File: config.mk
export PLATFORM = sky130hd
export DESIGN_NAME = lru_controller
export DESIGN_NICKNAME = d
export VERILOG_FILES = /design/src/rtl/lru_controller_pkg.sv /design/src/rtl/lru_scan_step.sv /design/src/rtl/lru_controller.sv
export SDC_FILE = /design/constraint.sdc
export NUM_CORES = 2
export LEC_CHECK = 0
export ABC_AREA = 1
export CAP_MARGIN = 0
export CORE_ASPECT_RATIO = 1.2
export CORE_UTILIZATION = 44
export DETAILED_ROUTE_END_ITERATION = 10
export DONT_BUFFER_PORTS = 1
export GPL_ROUTABILITY_DRIVEN = 0
export GPL_TIMING_DRIVEN = 0
export PLACE_DENSITY_LB_ADDON = 0.12
export SKIP_CTS_REPAIR_TIMING = 1
export SYNTH_ARGS = -nofsm -noshare
export SYNTH_HDL_FRONTEND = slang
export SYNTH_SLANG_ARGS = --single-unit
export TNS_END_PERCENT = 1
File: constraint.sdc
create_clock -name clk -period 3.9 [get_ports clk]
set_clock_uncertainty 0.15 [all_clocks]
set_input_delay 1.17 -clock clk [delete_from_list [all_inputs] [get_ports clk]]
set_output_delay 1.17 -clock clk [all_outputs]
set_load 0.005 [all_outputs]
File: src/rtl/lru_controller_pkg.sv
// Shared cache package: set geometry defaults, the age-stamp type and the
// victim-search FSM state encoding.
package lru_controller_pkg;

  localparam int CACHE_E    = 4;
  localparam int SET_SIZE   = CACHE_E;
  localparam int SET_COUNT  = 4;
  localparam int TICK_WIDTH = 32;

  typedef logic [TICK_WIDTH-1:0] tick_t;

  typedef enum logic [1:0] {
    IDLE = 2'd0,
    SCAN = 2'd1,
    RESP = 2'd2
  } state_e;

endpackage

File: src/rtl/lru_scan_step.sv
// Single-line LRU compare: a candidate wins on a strictly older stamp, or
// unconditionally when it is an invalid line (which also ends the scan).
module lru_scan_step #(
  parameter int TICK_WIDTH = 32
) (
  input  logic [TICK_WIDTH-1:0] cand_tick,
  input  logic [TICK_WIDTH-1:0] best_tick,
  input  logic                  cand_invalid,
  output logic                  take,
  output logic                  stop
);
  import lru_controller_pkg::*;

  assign stop = cand_invalid;
  assign take = cand_invalid || (cand_tick < best_tick);

endmodule

File: src/rtl/lru_controller.sv
// Age-stamp LRU victim selector with a sequential one-line-per-cycle scan.
// Optional macro CACHE_LRU_PREFER_INVALID_EN adds valid bits and prefers invalid lines.
module lru_controller #(
  parameter int SET_SIZE   = lru_controller_pkg::SET_SIZE,
  parameter int SET_COUNT  = lru_controller_pkg::SET_COUNT,
  parameter int TICK_WIDTH = lru_controller_pkg::TICK_WIDTH,
  localparam int LW = (SET_SIZE  > 1) ? $clog2(SET_SIZE)  : 1,
  localparam int SW = (SET_COUNT > 1) ? $clog2(SET_COUNT) : 1
) (
  input  logic          clk,
  input  logic          reset,
  input  logic          touch_valid,
  input  logic [SW-1:0] touch_set,
  input  logic [LW-1:0] touch_line,
  input  logic          inv_valid,
  input  logic [SW-1:0] inv_set,
  input  logic [LW-1:0] inv_line,
  input  logic          vreq_valid,
  input  logic [SW-1:0] vreq_set,
  output logic          vreq_ready,
  output logic          vresp_valid,
  output logic [LW-1:0] vresp_line,
  input  logic          vresp_ready
);
  import lru_controller_pkg::*;

  localparam logic [TICK_WIDTH-1:0] TICK_MAX   = '1;
  localparam logic [TICK_WIDTH-1:0] TICK_ONE   = TICK_WIDTH'(1);
  localparam logic [TICK_WIDTH-1:0] TICK_TWO   = TICK_WIDTH'(2);
  localparam logic [TICK_WIDTH-1:0] TICK_THREE = TICK_WIDTH'(3);

  state_e                state_reg, state_next;
  logic [SW-1:0]         set_reg, set_next;
  logic [LW-1:0]         idx_reg, idx_next;
  logic [LW-1:0]         best_reg, best_next;
  logic [TICK_WIDTH-1:0] gtick_reg, gtick_next;
  logic [TICK_WIDTH-1:0] tick_reg  [SET_COUNT][SET_SIZE];
  logic [TICK_WIDTH-1:0] tick_next [SET_COUNT][SET_SIZE];

  logic fill, same, dual, wrap, any_upd, restart, take, stop, cand_invalid;

  assign fill    = (state_reg == RESP) && vresp_ready;
  assign same    = touch_valid && fill && (touch_set == set_reg) && (touch_line == best_reg);
  assign dual    = touch_valid && fill && !same;
  assign any_upd = touch_valid || fill;
  // A dual event consumes two stamps, so it must normalize one step earlier.
  assign wrap    = dual ? (gtick_reg >= TICK_MAX - TICK_ONE) : (gtick_reg == TICK_MAX);
  assign restart = touch_valid && (touch_set == set_reg);

  always_comb begin
    gtick_next = gtick_reg;
    tick_next  = tick_reg;
    if (any_upd) begin
      if (wrap) gtick_next = dual ? TICK_THREE : TICK_TWO;
      else      gtick_next = gtick_reg + (dual ? TICK_TWO : TICK_ONE);
      for (int i = 0; i < SET_COUNT; i++) begin
        for (int j = 0; j < SET_SIZE; j++) begin
          if (wrap) tick_next[i][j] = '0;
          if (fill && set_reg == SW'(i) && best_reg == LW'(j))
            tick_next[i][j] = wrap ? TICK_ONE : gtick_reg;
          else if (touch_valid && touch_set == SW'(i) && touch_line == LW'(j))
            tick_next[i][j] = wrap ? (dual ? TICK_TWO : TICK_ONE)
                                   : (dual ? gtick_reg + TICK_ONE : gtick_reg);
        end
      end
    end
  end

`ifdef CACHE_LRU_PREFER_INVALID_EN
  logic valid_reg  [SET_COUNT][SET_SIZE];
  logic valid_next [SET_COUNT][SET_SIZE];

  // Touch/fill win over a same-cycle invalidation of the same line.
  always_comb begin
    valid_next = valid_reg;
    for (int i = 0; i < SET_COUNT; i++) begin
      for (int j = 0; j < SET_SIZE; j++) begin
        if ((fill && set_reg == SW'(i) && best_reg == LW'(j)) ||
            (touch_valid && touch_set == SW'(i) && touch_line == LW'(j)))
          valid_next[i][j] = 1'b1;
        else if (inv_valid && inv_set == SW'(i) && inv_line == LW'(j))
          valid_next[i][j] = 1'b0;
      end
    end
  end

  always_ff @(posedge clk) begin
    if (reset) begin
      for (int i = 0; i < SET_COUNT; i++)
        for (int j = 0; j < SET_SIZE; j++)
          valid_reg[i][j] <= 1'b0;
    end else begin
      valid_reg <= valid_next;
    end
  end

  assign cand_invalid = !valid_reg[set_reg][idx_reg];
`else
  logic unused_inv;
  assign unused_inv   = ^{inv_valid, inv_set, inv_line};
  assign cand_invalid = 1'b0;
`endif

  lru_scan_step #(
    .TICK_WIDTH (TICK_WIDTH)
  ) u_step (
    .cand_tick    (tick_reg[set_reg][idx_reg]),
    .best_tick    (tick_reg[set_reg][best_reg]),
    .cand_invalid (cand_invalid),
    .take         (take),
    .stop         (stop)
  );

  always_comb begin
    state_next = state_reg;
    set_next   = set_reg;
    idx_next   = idx_reg;
    best_next  = best_reg;
    case (state_reg)
      IDLE: begin
        if (vreq_valid) begin
          set_next   = vreq_set;
          idx_next   = '0;
          best_next  = '0;
          state_next = SCAN;
        end
      end
      SCAN: begin
        if (restart) begin
          idx_next  = '0;
          best_next = '0;
        end else begin
          if (take) best_next = idx_reg;
          if (stop || idx_reg == LW'(SET_SIZE - 1)) state_next = RESP;
          else                                      idx_next   = idx_reg + LW'(1);
        end
      end
      RESP: begin
        if (vresp_ready) state_next = IDLE;
      end
      default: state_next = IDLE;
    endcase
  end

  always_ff @(posedge clk) begin
    if (reset) begin
      state_reg <= IDLE;
      set_reg   <= '0;
      idx_reg   <= '0;
      best_reg  <= '0;
      gtick_reg <= TICK_ONE;
      for (int i = 0; i < SET_COUNT; i++)
        for (int j = 0; j < SET_SIZE; j++)
          tick_reg[i][j] <= '0;
    end else begin
      state_reg <= state_next;
      set_reg   <= set_next;
      idx_reg   <= idx_next;
      best_reg  <= best_next;
      gtick_reg <= gtick_next;
      tick_reg  <= tick_next;
    end
  end

  assign vreq_ready  = (state_reg == IDLE);
  assign vresp_valid = (state_reg == RESP);
  assign vresp_line  = best_reg;

endmodule

Yosys cells after proc, flatten, opt, wreduce, memory -nomap -nowiden
Cells that the tools add are included.
{"block": "word_totals", "reg_bits": 552, "latch_bits": 0, "ram_bits": 0, "rom_bits": 0, "in_bits": 16, "output_inout_bits": 4, "wordCells": 207, "n_memories": 0}
{"block": "op_classes", "addsub": 3, "multipliers": 0, "div": 0, "n_lt_le_gt_ge": 5, "eq_ne": 24, "shift": 0, "muxes": 61, "bitwise_logic": 3, "n_reduce_logical": 90}
{"operator": "32-bit two-way mux", "n": 41}
{"operator": "128-bit binary-select mux with 2-bit select", "n": 1}
{"operator": "128-bit two-way mux", "n": 2}
{"operator": "32-bit binary-select mux with 2-bit select", "n": 2}
{"operator": "3-bit nonzero test", "n": 16}
{"operator": "1-bit logical AND", "n": 46}
{"operator": "2-bit AND reduction", "n": 17}
{"operator": "32-bit by 1-bit adder with 32-bit output (second input constant)", "n": 1}
{"operator": "32-bit adder", "n": 1}
{"operator": "32-bit equality test (second input constant)", "n": 1}
{"operator": "32-bit greater-or-equal comparator (second input constant)", "n": 1}
{"operator": "32-bit < comparator", "n": 1}
{"operator": "2-bit equality test (second input constant)", "n": 10}
{"operator": "2-bit two-way mux", "n": 10}
{"operator": "2-bit by 1-bit equality test with 1-bit output (second input constant)", "n": 5}
{"operator": "2-bit logical NOT", "n": 5}
{"operator": "3-bit greater-or-equal comparator (second input constant)", "n": 3}
{"operator": "2-bit inverter with 3-bit output", "n": 3}
{"operator": "2-bit one-hot mux with 2 select lines", "n": 2}
{"operator": "2-bit != test (second input constant)", "n": 3}
{"operator": "3-bit != test (second input constant)", "n": 2}
{"operator": "2-bit one-hot mux with 3 select lines", "n": 1}
{"operator": "3-bit AND reduction", "n": 2}
{"operator": "2-bit equality test", "n": 2}
{"operator": "7 further kinds", "n": 8}

Longest topological paths before layout
{"block": "depth", "ltp_word": 11, "mapped_depth": 24, "ltp_nobuf": 22}

Cells and area by module
Synthesis repeated with hierarchy kept, for this count alone.
{"block": "hier_totals", "cells_unflattened": 6602, "hier_area_um2": 37203.2}
{"module": "lru_controller", "n_inst": 1, "cells_each": 6467, "area_per_inst_um2": 36373.6, "seq_area_each_um2": 11050.6}
{"module": "lru_scan_step", "n_inst": 1, "cells_each": 135, "area_per_inst_um2": 829.5, "seq_area_each_um2": 0.0}

Worst setup path after synthesis
No wires, ideal clock.
{"block": "synth_timing", "path_type": "input port to flip-flop", "start": "input port touch_set[1]", "end": "register gtick_reg[31]", "setup_time_ns": 0.127, "arrival_ns": 3.105, "required_ns": 3.623, "path_slack_ns": 0.518, "path_stages": 19, "n_path_buf": 0, "cell_sequence": "inv_1 > nand2_1 > a21oi_2 > nand2_2 > nand2_4 > inv_4 > ha_1 > a21oi_1 > nor2_1 > nand2_1 > inv_1 > nand2_1 > nor2_1 > inv_1 > nor2_1 > inv_1 > nor2_1 > xor2_1 > nor2_1"}
{"block": "synth_between", "elab_chain_cells": 8, "word_cells_on_any_way": 9, "cone_classes": "add/sub: 1; eq/ne: 1; mux: 3; reduce/logical: 4"}
{"item": "from (decl)", "line_no": "lru_controller.sv:13", "text": "input logic [SW-1:0] touch_set,"}
{"item": "2-bit equality test *", "line_no": "lru_controller.sv:43", "text": "assign same = touch_valid && fill && (touch_set == set_reg) && (touch_line == best_reg);"}
{"item": "1-bit logical AND * (2 in a row)", "line_no": "lru_controller.sv:43"}
{"item": "1-bit logical NOT *", "line_no": "lru_controller.sv:44", "text": "assign dual = touch_valid && fill && !same;"}
{"item": "1-bit logical AND *", "line_no": "lru_controller.sv:44"}
{"item": "2-bit two-way mux", "line_no": "lru_controller.sv:55", "text": "else gtick_next = gtick_reg + (dual ? TICK_TWO : TICK_ONE);"}
{"item": "32-bit adder", "line_no": "lru_controller.sv:55"}
{"item": "32-bit two-way mux *", "line_no": "lru_controller.sv:54", "text": "if (wrap) gtick_next = dual ? TICK_THREE : TICK_TWO;"}
{"item": "to (signal assigned)", "line_no": "lru_controller.sv:160", "text": "gtick_reg <= gtick_next;"}
{"item": "to (decl)", "line_no": "lru_controller.sv:36", "text": "logic [TICK_WIDTH-1:0] gtick_reg, gtick_next;"}
Every way passes the cells marked *; elsewhere a longest branch is shown, timed or not.
A chain may end at the register's enable or synchronous reset.

Final worst setup path
{"block": "layout_timing", "start": "register set_reg[0]", "end": "register best_reg[1], in the netlist vresp_line[1]"}
{"block": "layout_between", "elab_chain_cells": 10, "word_cells_on_any_way": 17, "cone_classes": "order compare: 1; eq/ne: 2; mux: 11; bitwise: 1; reduce/logical: 2"}
{"item": "from (decl)", "line_no": "lru_controller.sv:33", "text": "logic [SW-1:0] set_reg, set_next;"}
{"item": "from (signal assigned)", "line_no": "lru_controller.sv:157", "text": "set_reg <= set_next;"}
{"item": "2-bit inverter with 3-bit output (implied by the code)", "line_no": "lru_controller.sv:107, lru_controller.sv:108"}
{"item": "128-bit binary-select mux with 2-bit select", "line_no": "lru_controller.sv:107, lru_controller.sv:108"}
{"item": "128-bit two-way mux (implied by the code) (2 in a row)", "line_no": "lru_controller.sv:107, lru_controller.sv:108"}
{"item": "32-bit binary-select mux with 2-bit select, on equally long branches", "line_no": "lru_controller.sv:107, lru_controller.sv:108"}
{"item": "32-bit two-way mux, on equally long branches (2 in a row)", "line_no": "lru_controller.sv:107, lru_controller.sv:108"}
{"item": "32-bit < comparator", "line_no": "lru_scan_step.sv:15", "text": "assign take = cand_invalid || (cand_tick < best_tick);"}
{"item": "3-bit != test (no line)"}
{"item": "3-bit AND reduction (no line)"}
{"item": "to (signal assigned)", "line_no": "lru_controller.sv:159", "text": "best_reg <= best_next;"}
{"item": "to (decl)", "line_no": "lru_controller.sv:35", "text": "logic [LW-1:0] best_reg, best_next;"}
Several ways; a longest one is shown, not always the timed one. The select of a mux whose other input is x is not followed.

==> key figures <==
Status
  – Status: finished clean

Final layout
  – Final Util: 51.3%
  – Layout Nets: 4259
  – Design area: 33600 um2
  – Layout cells sized above 1: 12.7%
  – Fillers: 6447
  – Max reg flops: 512
  – Fin cells: 5092
  – Layout area overhead: 15.4%
  – ANT cells: 0

Clock tree
  – Cts bufs inserted: 59
  – Clock-pin slew on the worst setup and hold paths: 0.06 ns
  – CTS HTree Levels: 2
  – Later-pin clock latency in the skew report: 0.66 ns
  – CTS tree: yes
  – Clock Path Buffers: 3
  – TritonCTS Sinks: 552
  – Root buf cell: clkbuf_16

Worst setup path
  – CP required: 4.35 ns
  – Setup Crit Path Kind: reg2reg
  – Worst setup path end: vresp_line[1]
  – Crit path max fanout: 10
  – Worst R2R End: vresp_line[1]
  – CP arrival: 4.33 ns
  – Startpoint types: flip-flop
  – Critical path capture point type: flip-flop
  – R2r setup slk: 0.02 ns
  – R2r worst-path depth: 18
  – Launch point of the worst reg-to-reg path: set_reg[0]
  – Critical path origin: set_reg[0]

Power
  – Clock power share: 46.2%
  – Sw frac: 27.6%
  – Worst ir drop on vdd: 0.305 mV
  – Power Density: 377 nW/um2
  – Seq pwr share: 44.8%
  – Switch Pwr: 3.50 mW
  – Pint: 9.16 mW
  – Logic pwr share: 9.0%
  – Leakage power: 10.7 nW

Logic synthesis
  – Asr flop ratio synth: 0%
  – Synthesized instance count: 4143
  – Most common cell in the netlist: nand2_1
  – Synthesized area: 29100 um2
  – Syn avg cell area: 7.03 um2
  – Sequential area share after synthesis: 37.9%
  – Yosys warns: 0
  – Syn_nets: 4196
  – EDFF count, synth: 0
  – Post-synth top area cell: dfxtp_1
  – Top cell type's share of synthesized area: 37.9%
  – FF+latch count, synth: 552
  – Synth unique cells: 52
  – Synth top area cells: dfxtp_1, nand2_1, a31oi_1
  – Synth top cells by count: nand2_1, dfxtp_1, a31oi_1
  – Synth Flop Type: dfxtp_1

Global routing
  – Total grt overflow: 0
  – Total GRT Usage: 41.7%
  – Antenna violations before repair: 1
  – M3 GR Usage: 12.0%
  – GRT busiest layer: met2
  – Global Route met1 Usage: 50.5%
  – Vias in the first global route: 29.9k
  – GR Util met2: 63.2%
  – Global-route wire length before repair: 205000 um
  – Largest net degree at the start of global routing: 15

Route
  – Via/cell ratio: 6.48
  – Starting DRT DRC Count: 5111
  – Antenna Nets Post-Route: 0
  – DRT Pass-1 Iters: 11
  – Via count: 33.0k
  – Avg WL per Cell: 28.5 um
  – Post-Route WL: 145000 um
  – DRC viols: 0

Worst hold path
  – Hold WC Path Type: reg2reg

Place
  – I/O Buffers: 0
  – Placed Instances: 4983
  – HPWL after detailed placement: 112000 um
  – Cell Area, Placed: 30200 um2

Die
  – Die area: 67300 um2
  – Chip Width: 237 um
  – Core area: 65600 um2
  – Die height: 284 um
  – Ports: 20
  – # rows: 103
  – Starting Density: 44.4%

Timing
  – Max-slew violation count: 0
  – RSZ-0062 raised after global routing: yes
  – Worst slew margin: 22.7%
  – Crit share post-route: 99.5%
  – Final worst path period need: 3.88 ns
  – Worst Tran Pin Value: 1.16 ns
  – Final hold slack: 0.328 ns
  – Final Hold Viols: 0
  – Final setup vio count: 0
  – Max frequency: 0.258 GHz

Flow run
  – # Max-Cap Violations: 0
## cells by family after synthesis
| family | Yosys count | share of synthesized area, % |
|---|---|---|
| compound gates | 1064 | 24.7 |
| fa+ha+maj | 37 | 1.61 |
| flops | 552 | 37.9 |
| buf+inv | 513 | 7.42 |
| xor+xnor | 33 | 0.992 |
| simple gates | 1944 | 27.4 |
## how the worst min path moves through the flow
stage / start / endpoint / slack (ns) / cells after the start
after global routing: tick_reg[203] / tick_reg[203] / 0.34 / 2
after CTS: tick_reg[425] / tick_reg[425] / 0.33 / 2
after detailed placement: tick_reg[425] / tick_reg[425] / 0.32 / 2
after floorplan: tick_reg[324] / tick_reg[324] / 0.30 / 2
after global placement: tick_reg[210] / tick_reg[210] / 0.31 / 2
final: tick_reg[425] / tick_reg[425] / 0.33 / 2
## power groups by stage
stage	sequential [mW]	clock, mW	combinational, mW
after floorplan	5.79	0	0.476
after global placement	5.80	0	0.936
after detailed placement	5.80	0	0.933
after CTS	5.67	5.81	0.935
after global routing	5.67	6.06	1.13
final	5.67	5.85	1.14
## cell type report
cell class	instances	area, um2	area share, %
inverter	151	579	1.72
sequential	552	11100	32.9
buffer	361	1830	5.45
clock buffer	88	1800	5.35
timing repair buffer	3	22.5	0.0670
tap	840	1050	3.13
clock inverter	19	154	0.458
multi-input combinational	3078	17100	50.9
## worst max-delay path, stage by stage, from the launching register on
cell	delay [ns]
dfxtp_4	0.41
clkinvlp_4	0.23
nor2_4	0.27
buf_4	0.25
buf_6	0.26
a22o_1	0.36
a221oi_2	0.08
o22ai_1	0.13
nor2_1	0.07
ha_1	0.31
nand3_1	0.12
nor3_2	0.23
nor4b_4	0.29
nand2_2	0.11
nand2_4	0.15
nand2_2	0.10
nand3_1	0.08
nand2_1	0.06
nor2_2	0.14
## layer usage
layer | routed length [um] | up-vias | share of wire, %
li1 | - | 14450 | -
met1 | 51900 | 15386 | 36
met2 | 62500 | 2546 | 43
met3 | 19100 | 618 | 13
met4 | 11400 | 2 | 7.8
met5 | 11 | - | 0.0076
## through the flow
step,setup slack [ns],power (mW),TNS [ns]
final,0.0203,12.7,0
after global routing,-0.0881,12.9,-0.140
after CTS,-1.57,12.4,-3.14
after detailed placement,-1.54,6.73,-31.08
after global placement,-1.54,6.73,-27.44
after floorplan,0.518,6.27,0
## placed cells by master, fill, tap and decap left out, types with 28 or more instances in the layout
cell type     n
nand2_1    1517
dfxtp_1     551
a31oi_1     451
nor2_1      266
clkbuf_1    171
inv_1       131
buf_2       126
o22ai_1     111
o21ai_0      93
a21oi_1      89
a22o_1       83
clkbuf_16    61
a221oi_2     54
a221oi_1     46
nor2_4       36
ha_1         35
a221oi_4     34
xor2_1       33
nand3_1      32
nor3_1       31
o22a_1       30
buf_4        28
No activity file was read; power rests on OpenSTA's default activity.
